## config.mk

```make
export PLATFORM = sky130hd
export DESIGN_NAME = inconsistency_monitor
export DESIGN_NICKNAME = d
export VERILOG_FILES = /design/src/rtl/inconsistency_monitor_pkg.sv /design/src/rtl/inconsistency_monitor_sw_debounce.sv /design/src/rtl/inconsistency_monitor.sv
export SDC_FILE = /design/constraint.sdc
export NUM_CORES = 1
export LEC_CHECK = 0
export CAP_MARGIN = 20
export CORE_ASPECT_RATIO = 2
export CORE_MARGIN = 3
export CORE_UTILIZATION = 45
export DETAILED_ROUTE_END_ITERATION = 8
export HOLD_SLACK_MARGIN = 0.05
export PLACE_DENSITY = 0.66
export SYNTH_ARGS = -nofsm -noshare
export SYNTH_HDL_FRONTEND = slang
export SYNTH_SLANG_ARGS = --single-unit
```

## constraint.sdc

```tcl
create_clock -name clk_pin -period 2.6 [get_ports clk_pin]
set_input_delay 0.26 -clock clk_pin [delete_from_list [all_inputs] [get_ports clk_pin]]
set_output_delay 0.26 -clock clk_pin [all_outputs]
set_load 0.005 [all_outputs]
```

## src/rtl/inconsistency_monitor_pkg.sv

```systemverilog
// Shared types and bit positions for the switch inconsistency monitor.
package inconsistency_monitor_pkg;

  typedef enum logic [1:0] {
    OK      = 2'd0,
    FAULT   = 2'd1,
    LATCHED = 2'd2
  } mon_state_e;

  localparam int LED_MIS     = 0;
  localparam int LED_ALARM   = 1;
  localparam int LED_LATCH   = 2;
  localparam int LED_CNT_LSB = 8;

  localparam int SW_CLR  = 6;
  localparam int SW_MODE = 7;

endpackage

```

## src/rtl/inconsistency_monitor_sw_debounce.sv

```systemverilog
// One switch channel: two-flop synchroniser followed by a stable-count debouncer.
module sw_debounce #(
  parameter int DEB_CYCLES = 1000000
) (
  input  logic clk_pin,
  input  logic rst_n_pin,
  input  logic raw,
  output logic db
);

  localparam int CW = (DEB_CYCLES > 2) ? $clog2(DEB_CYCLES) : 1;
  localparam logic [CW-1:0] LAST = CW'(DEB_CYCLES - 1);

  logic          sync1_q;
  logic          sync2_q;
  logic          db_q;
  logic [CW-1:0] cnt_q;

  always_ff @(posedge clk_pin or negedge rst_n_pin) begin
    if (!rst_n_pin) begin
      sync1_q <= 1'b0;
      sync2_q <= 1'b0;
      db_q    <= 1'b0;
      cnt_q   <= '0;
    end else begin
      sync1_q <= raw;
      sync2_q <= sync1_q;
      // the debounced bit only moves after DEB_CYCLES consecutive differing samples
      if (sync2_q != db_q) begin
        if (cnt_q == LAST) begin
          db_q  <= sync2_q;
          cnt_q <= '0;
        end else begin
          cnt_q <= cnt_q + CW'(1);
        end
      end else begin
        cnt_q <= '0;
      end
    end
  end

  assign db = db_q;

endmodule

```

## src/rtl/inconsistency_monitor.sv

```systemverilog
// Board-level monitor: debounced switch vote, live/latched alarm FSM and
// saturating mismatch-event counter driving the LED bank.
//
// state   | meaning
// OK      | debounced inputs agree, no alarm pending
// FAULT   | debounced inputs currently disagree
// LATCHED | disagreement has cleared in latched mode; waits for a clear pulse
module inconsistency_monitor
  import inconsistency_monitor_pkg::*;
#(
  parameter int N_IN       = 3,
  parameter int DEB_CYCLES = 1000000,
  parameter int CNT_W      = 8
) (
  input  logic        clk_pin,
  input  logic        rst_n_pin,
  input  logic [7:0]  sw_pin,
  output logic [15:0] led_pin
);

  localparam int NCH = N_IN + 2;
  localparam logic [CNT_W-1:0] CNT_MAX = {CNT_W{1'b1}};

  logic [NCH-1:0] raw_sel;
  logic [NCH-1:0] db_all;
  logic [N_IN-1:0] db_in;
  logic           db_clr;
  logic           db_mode;
  logic           unused_sw;

  assign raw_sel   = {sw_pin[SW_MODE], sw_pin[SW_CLR], sw_pin[N_IN-1:0]};
  assign unused_sw = ^sw_pin;

  for (genvar i = 0; i < NCH; i++) begin : g_deb
    sw_debounce #(.DEB_CYCLES(DEB_CYCLES)) u_deb (
      .clk_pin   (clk_pin),
      .rst_n_pin (rst_n_pin),
      .raw       (raw_sel[i]),
      .db        (db_all[i])
    );
  end

  assign db_in   = db_all[N_IN-1:0];
  assign db_clr  = db_all[N_IN];
  assign db_mode = db_all[N_IN+1];

  mon_state_e       state_q;
  logic             alarm_q;
  logic             latch_q;
  logic             mismatch_d;
  logic             mismatch_q;
  logic             clr_db_q;
  logic             mis_rise;
  logic             clr_pulse;
  logic [CNT_W-1:0] count_d;
  logic [CNT_W-1:0] count_q;
  logic [7:0]       cnt_ext;

  always_comb begin
    mismatch_d = (|db_in) & ~(&db_in);
    mis_rise   = mismatch_d & ~mismatch_q;
    clr_pulse  = db_clr & ~clr_db_q;

    // a new mismatch beats a simultaneous clear: the event is still counted
    count_d = count_q;
    if (mis_rise) begin
      if (clr_pulse)               count_d = CNT_W'(1);
      else if (count_q != CNT_MAX) count_d = count_q + CNT_W'(1);
    end else if (clr_pulse) begin
      count_d = '0;
    end
  end

  always_ff @(posedge clk_pin or negedge rst_n_pin) begin
    if (!rst_n_pin) begin
      mismatch_q <= 1'b0;
      clr_db_q   <= 1'b0;
      count_q    <= '0;
    end else begin
      mismatch_q <= mismatch_d;
      clr_db_q   <= db_clr;
      count_q    <= count_d;
    end
  end

  always_ff @(posedge clk_pin or negedge rst_n_pin) begin
    if (!rst_n_pin) begin
      state_q <= OK;
      alarm_q <= 1'b0;
      latch_q <= 1'b0;
    end else begin
      case (state_q)
        OK: begin
          if (mismatch_d) begin
            state_q <= FAULT;
            alarm_q <= 1'b1;
          end
        end
        FAULT: begin
          // mode is sampled only at the moment the disagreement clears
          if (!mismatch_d) begin
            if (db_mode) begin
              state_q <= LATCHED;
              latch_q <= 1'b1;
            end else begin
              state_q <= OK;
              alarm_q <= 1'b0;
            end
          end
        end
        LATCHED: begin
          if (mismatch_d) begin
            state_q <= FAULT;
            latch_q <= 1'b0;
          end else if (clr_pulse) begin
            state_q <= OK;
            alarm_q <= 1'b0;
            latch_q <= 1'b0;
          end
        end
        default: begin
          state_q <= OK;
          alarm_q <= 1'b0;
          latch_q <= 1'b0;
        end
      endcase
    end
  end

  always_comb begin
    cnt_ext              = '0;
    cnt_ext[CNT_W-1:0]   = count_q;
    led_pin              = '0;
    led_pin[LED_MIS]     = mismatch_q;
    led_pin[LED_ALARM]   = alarm_q;
    led_pin[LED_LATCH]   = latch_q;
    led_pin[LED_CNT_LSB +: 8] = cnt_ext;
  end

endmodule
```

Word-level counts from Yosys, hierarchy flattened
Cells that the tools add are included.
- input port bits: 10
- bits in writable memories: 0
- latch bits: 0
- bits in registers: 129
- memories kept: 0
- memory bits (read-only): 0
- $add $sub $neg: 6
- multiplexer cells: 30
- equal/unequal tests: 20
- divide/modulo/power cells: 0
- multiply operators: 0
- bitwise operators: 7
- reduce and logical (&&, ||, !) cells: 14
- shift operators: 0
- order comparisons: 0
- operators with widths (kind ; count):
    $mux W20 ; 10
    $add A20 B1 Y20 const B ; 5
    $eq A20 B20 Y1 const B ; 5
    $mux W8 ; 4
    $reduce_and A2 Y1 ; 6
    $mux W2 ; 5
    $ne A2 B2 Y1 const B ; 5
    $add A8 B1 Y8 const B ; 1
    $mux W1 ; 8
    $ne A8 B8 Y1 const B ; 1
    $pmux W1 S3 ; 2
    $pmux W2 S3 ; 1
    $reduce_and A3 Y1 ; 2
    $ne A1 B1 Y1 ; 5
    $reduce_and A5 Y1 ; 1
    $not A1 Y1 ; 4
    $reduce_and A4 Y1 ; 1
    $reduce_bool A2 Y1 ; 2
    $and A1 B1 Y1 ; 3
    $ne A3 B3 Y1 const B ; 1
    $reduce_or A3 Y1 ; 1
    $eq A2 B1 Y1 const B ; 1
    $eq A2 B2 Y1 const B ; 1
    $logic_not A2 Y1 ; 1
    $ne A2 B1 Y1 const B ; 1

Logic depth before layout (Yosys ltp)
- depth after elaboration: 6
- gate-level depth with buffers: 7
- depth with buffers taken out: 5

By module
Synthesis repeated with hierarchy kept, for this count alone.
- cell total of the unflattened synthesis: 635
- area, all modules: 6376.1 um^2
- modules (own cells, without submodules) (module ; instances ; sequential area each (um^2) ; area an instance (um^2) ; cells an instance):
    sw_debounce ; 5 ; 575.6 ; 1108.6 ; 110
    inconsistency_monitor ; 1 ; 350.3 ; 833.3 ; 85

Least setup slack after synthesis
No wires, ideal clock.
- path kind: register to register
- from: reg g_deb[3].u_deb.cnt_q[12]
- to: reg g_deb[3].u_deb.cnt_q[14]
- path buffers: 1
- setup slack: 0.604 ns
- arrival time: 1.877 ns
- data required time: 2.481 ns
- setup time: 0.119 ns
- stages on the path, launching flop included: 6
- cells stage by stage: dfrtp_1 -> or4_1 -> or4_4 -> o21ai_4 -> buf_6 -> nor2_1
- word-level cells in the longest chain between the ends: 3
- elaborated cells on any way between the ends: 4
- those cells by class: 1 x add/sub; 1 x eq/ne; 2 x mux
- ends and longest elaborated chain (element ; line ; RTL):
    start: declaration ; inconsistency_monitor_sw_debounce.sv:17 ; logic [CW-1:0] cnt_q;
    start signal: assignment ; inconsistency_monitor_sw_debounce.sv:34 ; cnt_q <= cnt_q + CW'(1);
    $add A20 B1 Y20 or $eq A20 B20 Y1 (tied branches) ; inconsistency_monitor_sw_debounce.sv:34, inconsistency_monitor_sw_debounce.sv:30 ;
    $mux W20 * ; inconsistency_monitor_sw_debounce.sv:30 ; if (cnt_q == LAST) begin
    $mux W20 * ; inconsistency_monitor_sw_debounce.sv:29 ; if (sync2_q != db_q) begin
Every way passes the cells marked *; elsewhere a longest branch is shown, timed or not.
A chain may end at the register's enable or synchronous reset.

Worst setup path after layout
- from: reg g_deb[3].u_deb.cnt_q[12]
- to: reg g_deb[3].u_deb.cnt_q[11]
- word-level cells in the longest chain between the ends: 3
- ends and longest elaborated chain (element ; line):
    $eq A20 B20 Y1 ; inconsistency_monitor_sw_debounce.sv:30
    $mux W20 ; inconsistency_monitor_sw_debounce.sv:30
    $mux W20 ; inconsistency_monitor_sw_debounce.sv:29
No other way between the ends.

==> results.txt <==
The CTS tree is yes. The area occupied by registers came out at roughly 3200 sq um. The total power of the final layout came out at around 4.5 mW. Dividing the final minimum period by the clock period gives 84.3%. The clock skew after layout is between 15 and 20 ps. In this run the horizontal extent of the chip is 89.5 um. In this run the clock root is driven by a sky130_fd_sc_hd__clkbuf_16. The depth of the worst hold-timing path came out at 1.

The layout cell share with drive strength beyond 1 came out at between 8 and 9%. The largest fanout on the critical path came out at 19. The path with the worst hold slack has its endpoint at g_deb[2].u_deb.sync1_q$_DFF_PN0_. The first-pass GRT wire length is approximately 22 mm.

The total of max-cap violations is 0. Leaving out fill and tap cells, the most frequent cells in the layout are 129 x sky130_fd_sc_hd__dfrtp_1, 83 x sky130_fd_sc_hd__nor2_1, 42 x sky130_fd_sc_hd__nand2_1, 38 x sky130_fd_sc_hd__nand3_1, 37 x sky130_fd_sc_hd__a21oi_1. The final-report max-slew violation count came to 0. In this run the number of H-tree levels came out at 4.

Setup slack on the worst reg-to-reg path comes out at ~410 ps. The leakage power is between 2 and 3 nW. The diode insertion count for antenna repair is 0. In the synthesized netlist, the number of instances is approximately 640. The sequential share of the synthesized area came out at around half. The mean cell area of the mapped netlist came out at ~9.8 sq um. The TritonCTS buffer count is 17. The final weighted congestion in routability-driven placement is about 0.87. At the worst endpoint, the arrival time is roughly 2500 ps. The remaining routing DRC violations came out at 0. The destination of the worst register-to-register timing path is g_deb[3].u_deb.cnt_q[11]$_DFF_PN0_. The number of clock sinks is approximately 130. The largest voltage drop on the vdd net came out at roughly 540 uV. The critical path required time came out at 2880 ps.

The mean number of vias per cell is ~5.6. The first-pass iteration count of the detailed router is 4. Among all stages on the critical path, the largest delay is contributed by sky130_fd_sc_hd__or4_4. In this run the tool buffered the top-level ports with 17 buffer cells. In the synthesized netlist the dominant register cell turns out to be sky130_fd_sc_hd__dfrtp_1.

Counting flops with an async set or reset pin after synthesis yields a share of 100%. The transition time of the tightest slew-check pin is between 700 and 800 ps. In this design, the stage delay of the slowest critical-path cell is between 500 and 600 ps. The number of setup buffers added after CTS came out at 0.

In this run the critical register-to-register path is launched from g_deb[3].u_deb.cnt_q[12]$_DFF_PN0_. The initial standard-cell utilization of the core came out at a little under half. The total track usage is between 10% and 20%.

The initial antenna violation count is 0. The via count of the first global-routing pass is 4,944. The final-stage net count came out at 679. The area added between synthesis and finish is 15.3%. Yosys printed 0 warnings. The worst setup path is of the register to register kind. The die outline height is approximately 170 um. Traced cell by cell, the critical path runs through or4_1 -> or4_4 -> o21ai_4 -> nor2_1. The wire length per cell after detailed routing came out at between 10 and 15 um. The synthesized cell area came out at roughly 6300 sq um. The I/O pin count came out at 26.

Post-CTS repair changed the size of 0 cells. The via count is between 4k and 5k. The final HPWL from detailed placement is 9.02 mm.

Setup repair after global routing left no endpoint under its margin. The largest buffer count on any clock path came out at 2. The number of storage elements in the synthesis netlist is around 130. The number of DRC markers after the initial detailed-route iteration is around 250.

The floorplan step defined a die boundary enclosing between 15,000 and 20,000 sq um. The total congestion overflow after global routing is 0. Clock-pin slew was measured on the worst setup and hold paths at roughly 60 ps. The number of unique standard cell types used by synthesis came out at 47. The worst path needs ~2200 ps of the cycle, external delays included. The min-delay analysis places its worst path in the category input pin to register. The count of nets left with antenna violations once routing finished came out at 0. Setup violations remaining at the end of the flow were counted as 0. The worst-case reg-to-reg path depth is 4. The maximum frequency from static timing analysis is about 0.46 GHz. The number of synthesized flops with an enable pin came out at 0. The worst setup path is launched from a register.

The initialized floorplan defines 60 standard-cell rows. The most common library cell in the layout ignoring fill and taps is sky130_fd_sc_hd__dfrtp_1. The core region is 13,600 sq um. The sum of negative setup slack is 0 ps.

The maximum number of pins on one net before global-route repair is slightly below 50. The number of hold violations in the final report is 0. The flow ran to the end, and the final reports show no timing, DRC or antenna violations. The layout filler cell count is about 1.2k. The clock latency reported for the late side of the worst-skew pair came out at 410 ps. The worst relative slew slack came out at around half.

The multi-input gate area in the final layout is about 2900 sq um. The wire length reported by the detailed router came out at 12.8 mm. The worst setup path is captured at a register. The beginning of the worst hold path is sw_pin[2].

In this run the power density over the cells is approximately 630 nW/um^2.
## timing repair
item                                    4_1_cts  5_1_grt
hold buffers                                  1        0
endpoints found under the setup margin        0        0
endpoints found under the hold margin        44        0
## per-stage QoR
stage	utilization (%)	setup slack [ps]	hold slack [ps]	instances	cell area [sq um]
2_1_floorplan	-	604	-35.6	642	6290
3_3_place_gp	48.8	427	324	829	6630
3_5_place_dp	48.8	382	326	829	6630
4_1_cts	53.2	370	282	862	7230
5_1_grt	53.2	271	276	862	7230
6_report	53.2	407	292	862	7230
## worst max-delay path by stage
stage | start | to | slack (ps) | cells past startpoint
5_1_grt | g_deb[3].u_deb.cnt_q[12]$_DFF_PN0_ | g_deb[3].u_deb.cnt_q[14]$_DFF_PN0_ | 270 | 4
3_5_place_dp | g_deb[3].u_deb.cnt_q[12]$_DFF_PN0_ | g_deb[3].u_deb.cnt_q[11]$_DFF_PN0_ | 380 | 4
3_3_place_gp | g_deb[3].u_deb.cnt_q[12]$_DFF_PN0_ | g_deb[3].u_deb.cnt_q[14]$_DFF_PN0_ | 430 | 4
4_1_cts | g_deb[3].u_deb.cnt_q[12]$_DFF_PN0_ | g_deb[3].u_deb.cnt_q[3]$_DFF_PN0_ | 370 | 4
2_1_floorplan | g_deb[3].u_deb.cnt_q[12]$_DFF_PN0_ | g_deb[3].u_deb.cnt_q[14]$_DFF_PN0_ | 600 | 5
6_report | g_deb[3].u_deb.cnt_q[12]$_DFF_PN0_ | g_deb[3].u_deb.cnt_q[11]$_DFF_PN0_ | 410 | 4
## power by group
part	internal, mW	switching, mW
sequential	2.04	0.0246
combinational	0.0401	0.0870
clock	1.45	0.908
## worst max-delay path, delay by kind of cell (launching register included)
family	cells	cell delay, ps
simple gates	3	1180
flops	1	450
compound gates	1	420
## Yosys cell counts, types with 11 or more instances
| master | n | share of area (%) |
|---|---|---|
| sky130_fd_sc_hd__nor3_1 | 13 | 1.0 |
| sky130_fd_sc_hd__or3_1 | 22 | 2.2 |
| sky130_fd_sc_hd__nand2_1 | 42 | 2.5 |
| sky130_fd_sc_hd__clkbuf_1 | 11 | 0.66 |
| sky130_fd_sc_hd__nor4_1 | 16 | 1.6 |
| sky130_fd_sc_hd__a21oi_1 | 37 | 3.0 |
| sky130_fd_sc_hd__xnor2_1 | 35 | 4.9 |
| sky130_fd_sc_hd__o21ai_0 | 20 | 1.6 |
| sky130_fd_sc_hd__dfrtp_1 | 129 | 51 |
| sky130_fd_sc_hd__nand3_1 | 38 | 3.0 |
| sky130_fd_sc_hd__xor2_1 | 29 | 4.0 |
| sky130_fd_sc_hd__inv_1 | 18 | 1.1 |
| sky130_fd_sc_hd__nand4_1 | 29 | 2.9 |
| sky130_fd_sc_hd__o31ai_1 | 17 | 2.0 |
| sky130_fd_sc_hd__nor2_1 | 83 | 5.0 |
| sky130_fd_sc_hd__and4_1 | 12 | 1.7 |
| sky130_fd_sc_hd__or4_1 | 19 | 2.3 |
## layer usage
metal	wire, um	vias up	part of all wire [%]	global-route usage (%)
met5	0	-	0	0
met4	258	0	2.0	7.14
met3	403	24	3.1	5.05
met2	7070	76	55	30.7
met1	5080	2404	40	20.2
li1	-	2339	-	-
## logic make-up after synthesis
group	count (synthesis)	synth area share (%)
AO/OA/AOI/OAI	87	8.44
XOR/XNOR	64	8.94
adder cells (fa/ha/maj)	6	1.20
buffers and inverters	41	3.15
flip-flops	129	51.5
multiplexers	7	1.22
other	1	0.0598
AND/OR/NAND/NOR	303	25.5
## cell type report
class | count | share of cell area, %
Clock inverter | 14 | 2.15
Clock buffer | 18 | 6.07
Multi-Input combinational cell | 472 | 39.6
Tap cell | 186 | 3.22
Inverter | 18 | 0.934
Timing Repair Buffer | 25 | 3.36
Sequential cell | 129 | 44.6
## sequential cells by signal, summed over array words and instances (netlist names)
| register | cells |
|---|---|
| cnt_ext | 8 |
| state_q | 2 |
| g_deb.u_deb.sync1_q | 5 |
| g_deb.u_deb.sync2_q | 5 |
| g_deb.u_deb.cnt_q | 100 |
| g_deb.u_deb.db | 5 |
| clr_db_q | 1 |
| alarm_q | 1 |
| mismatch_q | 1 |
| latch_q | 1 |
No activity file was read; power rests on OpenSTA's default activity.
